--- config.mk ---
export PLATFORM = sky130hd
export DESIGN_NAME = mul_seq_32
export DESIGN_NICKNAME = d
export VERILOG_FILES = /design/src/rtl/mul_seq_32.sv
export SDC_FILE = /design/constraint.sdc
export NUM_CORES = 1
export LEC_CHECK = 0
export CAP_MARGIN = 10
export CELL_PAD_IN_SITES_DETAIL_PLACEMENT = 1
export CELL_PAD_IN_SITES_GLOBAL_PLACEMENT = 2
export CORE_ASPECT_RATIO = 1.2
export CORE_MARGIN = 4
export CORE_UTILIZATION = 35
export CTS_BUF_LIST = sky130_fd_sc_hd__clkbuf_4 sky130_fd_sc_hd__clkbuf_8
export DETAILED_ROUTE_END_ITERATION = 10
export PLACE_DENSITY_LB_ADDON = 0.3
export SETUP_SLACK_MARGIN = 0.02
export SLEW_MARGIN = 40
export SYNTH_ARGS = -nofsm -noshare
export SYNTH_HDL_FRONTEND = slang
export SYNTH_SLANG_ARGS = --single-unit
--- constraint.sdc ---
create_clock -name clk -period 26.4 [get_ports clk]
set_clock_uncertainty 0.1 [all_clocks]
set_input_delay 5.28 -clock clk [delete_from_list [all_inputs] [get_ports clk]]
set_output_delay 5.28 -clock clk [all_outputs]
set_load 0.03 [all_outputs]
--- src/rtl/mul_seq_32.sv ---
// mul_seq_32: iterative shift-and-add multiplier for RV32M MUL/MULH/MULHSU/MULHU.
// Operands are reduced to magnitudes, multiplied over 32 shift-add steps, and the
// 64-bit product is conditionally negated before the requested half is returned.
// One 32-bit ripple-carry adder is shared by every step.
// Ports:
//   clk    - clock, rising edge
//   rst    - synchronous reset, active-high
//   start  - request, sampled only while busy=0
//   op     - 00 MUL, 01 MULH, 10 MULHSU, 11 MULHU
//   rs1    - multiplicand operand
//   rs2    - multiplier operand
//   busy   - operation in flight
//   valid  - one-cycle pulse, result valid
//   result - selected product half, held until the next valid
module mul_seq_32 (
  input  logic        clk,
  input  logic        rst,
  input  logic        start,
  input  logic [1:0]  op,
  input  logic [31:0] rs1,
  input  logic [31:0] rs2,
  output logic        busy,
  output logic        valid,
  output logic [31:0] result
);

  localparam int unsigned XLEN  = 32;
  localparam int unsigned CNT_W = 5;

  typedef enum logic [2:0] {
    S_IDLE, S_ABS, S_MUL, S_FIX_LO, S_FIX_HI, S_DONE
  } state_e;

  state_e            state_q, state_d;
  logic [1:0]        op_q, op_d;
  logic              neg_q, neg_d;
  logic [XLEN-1:0]   mcand_q, mcand_d;
  logic [XLEN-1:0]   p_hi_q, p_hi_d;
  logic [XLEN-1:0]   m_lo_q, m_lo_d;
  logic [CNT_W-1:0]  cnt_q, cnt_d;
  logic              carry_q, carry_d;
  logic              busy_q, busy_d;
  logic              valid_q, valid_d;
  logic [XLEN-1:0]   result_q, result_d;

  logic [XLEN-1:0]   add_a, add_b, add_sum;
  logic              add_cin, add_cout;

  // Shared adder operand select; depends only on state and registered/input values.
  always_comb begin
    add_a   = '0;
    add_b   = '0;
    add_cin = 1'b0;
    case (state_q)
      // rs2 magnitude is formed while accepting, the adder is otherwise idle here
      S_IDLE, S_DONE: begin
        add_a   = ~rs2;
        add_cin = 1'b1;
      end
      S_ABS: begin
        add_a   = ~mcand_q;
        add_cin = 1'b1;
      end
      S_MUL: begin
        add_a = p_hi_q;
        add_b = m_lo_q[0] ? mcand_q : '0;
      end
      S_FIX_LO: begin
        add_a   = ~m_lo_q;
        add_cin = 1'b1;
      end
      S_FIX_HI: begin
        add_a   = ~p_hi_q;
        add_cin = carry_q;
      end
      default: ;
    endcase
  end

  // 32-bit ripple-carry adder
  always_comb begin
    logic c;
    add_sum = '0;
    c       = add_cin;
    for (int i = 0; i < 32; i++) begin
      add_sum[i] = add_a[i] ^ add_b[i] ^ c;
      c          = (add_a[i] & add_b[i]) | (c & (add_a[i] ^ add_b[i]));
    end
    add_cout = c;
  end

  // Next-state and datapath updates
  always_comb begin
    state_d  = state_q;
    op_d     = op_q;
    neg_d    = neg_q;
    mcand_d  = mcand_q;
    p_hi_d   = p_hi_q;
    m_lo_d   = m_lo_q;
    cnt_d    = cnt_q;
    carry_d  = carry_q;
    busy_d   = busy_q;
    valid_d  = 1'b0;
    result_d = result_q;

    case (state_q)
      S_IDLE, S_DONE: begin
        state_d = S_IDLE;
        if (start) begin
          op_d    = op;
          mcand_d = rs1;
          m_lo_d  = (!op[1] && rs2[31]) ? add_sum : rs2;
          neg_d   = ((op != 2'b11) && rs1[31]) ^ (!op[1] && rs2[31]);
          p_hi_d  = '0;
          cnt_d   = '0;
          busy_d  = 1'b1;
          state_d = S_ABS;
        end
      end
      S_ABS: begin
        if ((op_q != 2'b11) && mcand_q[31]) mcand_d = add_sum;
        state_d = S_MUL;
      end
      S_MUL: begin
        // {P_hi, M_lo} <= {sum33, M_lo[31:1]}
        p_hi_d = {add_cout, add_sum[XLEN-1:1]};
        m_lo_d = {add_sum[0], m_lo_q[XLEN-1:1]};
        cnt_d  = cnt_q + CNT_W'(1);
        if (cnt_q == CNT_W'(31)) state_d = S_FIX_LO;
      end
      S_FIX_LO: begin
        if (neg_q) begin
          m_lo_d  = add_sum;
          carry_d = add_cout;
        end
        state_d = S_FIX_HI;
      end
      S_FIX_HI: begin
        if (neg_q) p_hi_d = add_sum;
        // result is registered on entry to DONE so it is live in the valid cycle
        result_d = (op_q == 2'b00) ? m_lo_q : (neg_q ? add_sum : p_hi_q);
        busy_d   = 1'b0;
        valid_d  = 1'b1;
        state_d  = S_DONE;
      end
      default: state_d = S_IDLE;
    endcase
  end

  // State and datapath registers
  always_ff @(posedge clk) begin
    if (rst) begin
      state_q  <= S_IDLE;
      op_q     <= '0;
      neg_q    <= 1'b0;
      mcand_q  <= '0;
      p_hi_q   <= '0;
      m_lo_q   <= '0;
      cnt_q    <= '0;
      carry_q  <= 1'b0;
      busy_q   <= 1'b0;
      valid_q  <= 1'b0;
      result_q <= '0;
    end else begin
      state_q  <= state_d;
      op_q     <= op_d;
      neg_q    <= neg_d;
      mcand_q  <= mcand_d;
      p_hi_q   <= p_hi_d;
      m_lo_q   <= m_lo_d;
      cnt_q    <= cnt_d;
      carry_q  <= carry_d;
      busy_q   <= busy_d;
      valid_q  <= valid_d;
      result_q <= result_d;
    end
  end

  assign busy   = busy_q;
  assign valid  = valid_q;
  assign result = result_q;

endmodule

# Word-level counts from Yosys, hierarchy flattened
# Index checks and enable logic that the tools add are counted.
dict set report word_totals {
  inputBits 69
  output_inout_bits 34
  register_bits 142
  latchBits 0
  mem_bits_rw 0
  wordCells 232
  rom_bits 0
  mem_count 0
}
dict set report op_classes {
  shifts 0
  div_mod_pow 0
  add_sub_neg 1
  eq_ne 12
  bitwise 165
  reduce_logical 20
  multipliers 0
  order_cmp 0
  n_mux 23
}
# op count
set op_table {}
lappend op_table {{2-to-1 mux 32 bit} 10}
lappend op_table {{case mux 32 bit (3 select lines)} 2}
lappend op_table {{case mux 32 bit (5 select lines)} 1}
lappend op_table {{inverter 32 bit} 4}
lappend op_table {{bitwise XOR 1 bit} 65}
lappend op_table {{AND 1 bit} 64}
lappend op_table {{case mux 32 bit (2 select lines)} 1}
lappend op_table {{OR 1 bit} 32}
lappend op_table {{case mux 3 bit (5 select lines)} 1}
lappend op_table {{inequality test 2 bit (second input constant)} 6}
lappend op_table {{case mux 5 bit (2 select lines)} 1}
lappend op_table {{AND reduction 2 bit} 5}
lappend op_table {{equality test 3 x 2 -> 1 bit (second input constant)} 2}
lappend op_table {{equality test 3 bit (second input constant)} 2}
lappend op_table {{AND reduction 3 bit} 2}
lappend op_table {{nonzero test 2 bit} 3}
lappend op_table {{nonzero test 3 bit} 2}
lappend op_table {{adder 5 x 1 -> 5 bit (second input constant)} 1}
lappend op_table {{equality test 5 bit (second input constant)} 1}
lappend op_table {{2-to-1 mux 5 bit} 1}
lappend op_table {{case mux 1 bit (2 select lines)} 2}
lappend op_table {{OR reduction 4 bit} 1}
lappend op_table {{equality test 3 x 1 -> 1 bit (second input constant)} 1}
lappend op_table {{logical AND 1 bit} 3}
lappend op_table {{other kinds (6)} 8}

# Longest topological paths before layout
dict set report depth {
  ltp_word 70
  depth_mapped 44
  ltp_nobuf 41
}

# Worst setup path after synthesis
# No wires, ideal clock.
dict set report synth_path {
  path_type {in2reg}
  from {in rs2[0]}
  to {reg p_hi_q[31]}
  stages 39
  setup_time_ns 0.128
  arrival_ns 20.539
  required_time_ns 26.172
  slack_ns 5.633
  path_buffers 0
  path_cell_list {a211oi_1 a211o_1 o21ai_0 fa_1 fa_1 fa_1 fa_1 fa_1 fa_1 fa_1 fa_1 fa_1 fa_1 fa_1 fa_1 fa_1 fa_1 fa_1 [3 not listed] fa_1 fa_1 fa_1 fa_1 fa_1 fa_1 fa_1 fa_1 fa_1 fa_1 fa_1 fa_1 inv_1 fa_1 fa_1 mux2_2 a222oi_1 nor2_1}
}
dict set report synth_between {
  elab_chain_len 68
  word_cells_on_any_way 71
  cone_classes {mux: 3; bitwise: 68}
}
# item line_no
set synth_lines {}
lappend synth_lines {{start, declared} 21} ;# input logic [31:0] rs2,
lappend synth_lines {{inverter 32 bit *} 57} ;# add_a = ~rs2;
lappend synth_lines {{case mux 32 bit (5 select lines) *} 54} ;# case (state_q)
lappend synth_lines {{bitwise XOR 1 bit} 87} ;# c = (add_a[i] & add_b[i]) | (c & (add_a[i] ^ add_b[i]));
lappend synth_lines {{AND 1 bit} 87}
lappend synth_lines {{OR 1 bit *} 87}
lappend synth_lines {{AND 1 bit *} 87}
lappend synth_lines {{OR 1 bit *} 87}
lappend synth_lines {{AND 1 bit *} 87}
lappend synth_lines {{[52 not listed]} -}
lappend synth_lines {{OR 1 bit *} 87}
lappend synth_lines {{AND 1 bit *} 87}
lappend synth_lines {{OR 1 bit *} 87}
lappend synth_lines {{AND 1 bit *} 87}
lappend synth_lines {{OR 1 bit *} 87}
lappend synth_lines {{bitwise XOR 1 bit / AND 1 bit (equally long branches)} {86, 87}}
lappend synth_lines {{2-to-1 mux 32 bit / OR 1 bit (equally long branches)} {139, 87}}
lappend synth_lines {{case mux 32 bit (3 select lines) *} 106} ;# case (state_q)
lappend synth_lines {{end signal, assigned} 169} ;# p_hi_q <= p_hi_d;
lappend synth_lines {{end, declared} 38} ;# logic [XLEN-1:0] p_hi_q, p_hi_d;
# Every way passes the cells marked *; elsewhere a longest branch is shown, timed or not.
# A chain may end at the register's enable or synchronous reset.

# Worst setup path in the final report
# Same ends and word-level chain as after synthesis.

==> reports/qor.csv <==
stage;metric;value;unit
floorplan;core;26400;µm²
sta;finalCriticalPeriod;21.54;ns
floorplan;die_h;187;µm
clock_tree;clock-sinks;142;
synthesis;netlist_area;9370;µm²
synthesis;syn_avg_cell_area;7.88;µm²
grt;first_global_vias;9623;
sta;holdWs;0.395;ns
synthesis;ys_warn_count;0;
job;maxCapViolCount;0;
clock_tree;ctsHoldBuffers;0;
clock_tree;cts_tree;done;
pwr;powerDensity;58.9;nW/µm²
final_layout;diodes;0;
placement;dp_cells;1523;
pwr;switchingPower;0.243;mW
min_path;hold_end;cnt_q[3];
grt;antenna_found_initial;0;
sta;setup_tns;0;ns
synthesis;ys_top_cells_by_count;199 x nor2_1, 142 x dfxtp_1, 134 x nand2_1;
placement;port_buffers;102;
critical_path;crit_top_cell;fa_1;
min_path;hold_path_startpoint;cnt_q[3];
synthesis;netlist_instances;1189;
synthesis;ys_ff_latch;142;
sta;final-setup-viol-count;0;
routing;top_layer_used;met4;
critical_path;crit_path_top_delay_cell;fa_1;
synthesis;synth.area.top_cells;dfxtp_1 30%, nor2_1 8.0%, fa_1 6.8%;
final_layout;n_fill_cell;3199;
pwr;pwr-share-clk;0.260;
floorplan;die_x;157;µm
synthesis;async_flop_share;0;
sta;timing.final.crit_share;0.816;
synthesis;synthMostInstantiatedCell;nor2_1;
min_path;hp-class;reg2reg;
routing;via_count;9324;
final_layout;finish.instance_area;10900;µm²
synthesis;synth-edff-count;0;
critical_path;endpoint_kind;register;
routing;wl;33700;µm
routing;antenna_left;0;
routing;met3RoutedLength;1030;µm
sta;maxSlewHeadroom;0.450;
synthesis;yosysSeqAreaShare;0.303;
sta;rsz0062_at_grt;false;
synthesis;synth_cell_type_count;49;
final_layout;final-instance-count-excl-fill;1555;
synthesis;synth_nets;1292;
grt;grt-ovfl-total;0;
clock_tree;clk_path_buf_depth;2;
routing;wl_met1;15000;µm
final_layout;fin_nets;1311;
grt;grt_first_pass_wirelength;54800;µm
floorplan;rows;65;
synthesis;yosysTopAreaCellShare;0.303;
clock_tree;post_cts_resized;0;
routing;vias_per_cell;6.00;
critical_path;r2r_end;p_hi_q[31];
critical_path;crit_family;adder cells;
critical_path;arrival;21.75;ns
synthesis;yosysTopAreaCell;dfxtp_1;
critical_path;rrSetupSlack;8.32;ns
floorplan;initial_core_util;0.356;
critical_path;critPathMaxStageDelay;0.49;ns
pwr;switching_share;0.380;
critical_path;r2r_start;state_q[1];
pwr;power.internal;0.397;mW
routing;drt_iter0_drc;435;
clock_tree;clk_pin_slew_worst_paths;0.08;ns
pwr;peakVddDrop;0.0331;mV
sta;tightest_slew;0.825;ns
routing;drt-pass1-iter-count;5;
grt;grt_usage;0.232;
final_layout;drive_above_1_share;0.110;
floorplan;io_pins;103;
critical_path;startpoint_type;input port;
final_layout;syn_to_final_growth;15.9;%
grt;grt_max_degree;66;
clock_tree;tritoncts.num_buffers;17;
routing;drc_errors;0;
sta;finalHoldViolations;0;
clock_tree;htree_levels;4;
critical_path;path_buf_inv;2;
sta;fmax;46.4;MHz
final_layout;multi_input_area;6010;µm²
critical_path;cp.required;26.61;ns
pwr;power_frac_seq;0.409;
critical_path;rr_worst_depth;41;
placement;globalplace.congestion;0.802;
clock_tree;root_buffer;clkbuf_8;
placement;postPlaceCellArea;10500;µm²
final_layout;regArea;2860;µm²
pwr;p_leak;3.60;nW
pwr;p_total;0.640;mW
clock_tree;clkLatencyLatePin;0.46;ns
critical_path;path_max_fanout;5;
routing;wl_met2;17300;µm
placement;hpwl;21400;µm
pwr;pwr-share-comb;0.331;
status;run_status;finished, final reports clean;
min_path;min_path_cells;1;
floorplan;dieArea;29500;µm²
critical_path;critPathKind;in2reg;
sta;slew_viol_final;0;
routing;detail_route.wl_per_cell;21.7;µm
synthesis;ys_dominant_reg_cell;dfxtp_1;
clock_tree;postCtsSetupBuffers;0;
==> stage by stage <==
step / setup WS, ns / util
finish: 4.86 / 0.412
global route: 4.19 / 0.412
CTS: 4.76 / 0.412
detailed placement: 4.35 / 0.398
global placement: 4.44 / 0.398
floorplan: 5.63 / -
==> kinds of logic (layout without fill, tap and decap cells) <==
| kind of cell | after synthesis | in the layout | share of synthesized area |
|---|---|---|---|
| and+or+nand+nor | 360 | 360 | 0.152 |
| buffers and inverters | 132 | 163 | 0.0590 |
| DFF | 142 | 142 | 0.303 |
| muxes | 55 | 55 | 0.0633 |
| AOI/OAI and AO/OA | 462 | 462 | 0.348 |
| xor gates and xnor gates | 3 | 3 | 0.00280 |
| adders and majority gates | 35 | 35 | 0.0721 |
==> worst max path at each step <==
stage | to | start | slack [ns] | depth (start not counted)
after floorplan | p_hi_q[31] | rs2[0] | 5.63 | 39
after global placement | p_hi_q[31] | rs2[0] | 4.44 | 40
after detailed placement | p_hi_q[31] | rs2[0] | 4.35 | 40
after CTS | p_hi_q[31] | rs2[0] | 4.76 | 40
after global routing | p_hi_q[31] | rs2[0] | 4.19 | 40
final | p_hi_q[31] | rs2[0] | 4.86 | 40
==> power by group through the flow <==
| stage | clock, mW | combinational [mW] | sequential, mW |
|---|---|---|---|
| floorplan | 0 | 0.154 | 0.254 |
| global placement | 0 | 0.207 | 0.266 |
| detailed placement | 0 | 0.211 | 0.267 |
| CTS | 0.170 | 0.212 | 0.262 |
| global route | 0.179 | 0.236 | 0.265 |
| finish | 0.167 | 0.212 | 0.262 |
==> final cells by class <==
cell class              instances  share of cell area
multi-input cells             915               0.553
flip-flops and latches        142               0.263
repair buffers                126               0.111
well taps                     335              0.0386
clock buffers                  25              0.0294
clock inverters                 6             0.00311
inverters                       6             0.00207
==> cells in the final DEF, fill, tap and decap left out, drive strengths merged, types with 4 or more instances in the layout <==
master / netlist / layout
a211o: 16 / 16
a211oi: 49 / 49
a21oi: 85 / 85
a221oi: 29 / 29
a22o: 14 / 14
a22oi: 16 / 16
a311oi: 32 / 32
a31oi: 30 / 30
buf: 40 / 25
clkbuf: 86 / 25
clkdlybuf4s50: 0 / 101
clkinv: 0 / 4
dfxtp: 142 / 142
fa: 32 / 32
inv: 6 / 7
mux2: 34 / 34
mux2i: 21 / 21
nand2: 134 / 134
nand3: 4 / 4
nor2: 199 / 199
nor3: 4 / 4
o211ai: 65 / 65
o21ai: 82 / 82
o22ai: 33 / 33
==> registers in the layout, indices dropped and copies added (netlist names) <==
name / count
busy: 1
carry_q: 1
cnt_q: 5
m_lo_q: 32
mcand_q: 32
neg_q: 1
op_q: 2
p_hi_q: 32
result: 32
state_q: 3
valid: 1
==> metal layers <==
layer | vias up | track usage
met5 | - | 0
met4 | 0 | 0.0533
met3 | 35 | 0.0273
met2 | 177 | 0.412
met1 | 4690 | 0.298
li1 | 4422 | -
==> worst reg2reg max path: cells and delay by family, from the launching register on <==
kind	cells	cell delay, ns
multiplexers	1	0.31
AO/OA/AOI/OAI	1	0.31
AND/OR/NAND/NOR	5	1.23
buffers and inverters	2	0.47
flip-flops	1	0.78
adder cells (fa/ha/maj)	32	14.70
(Power assumes the default switching activity.)
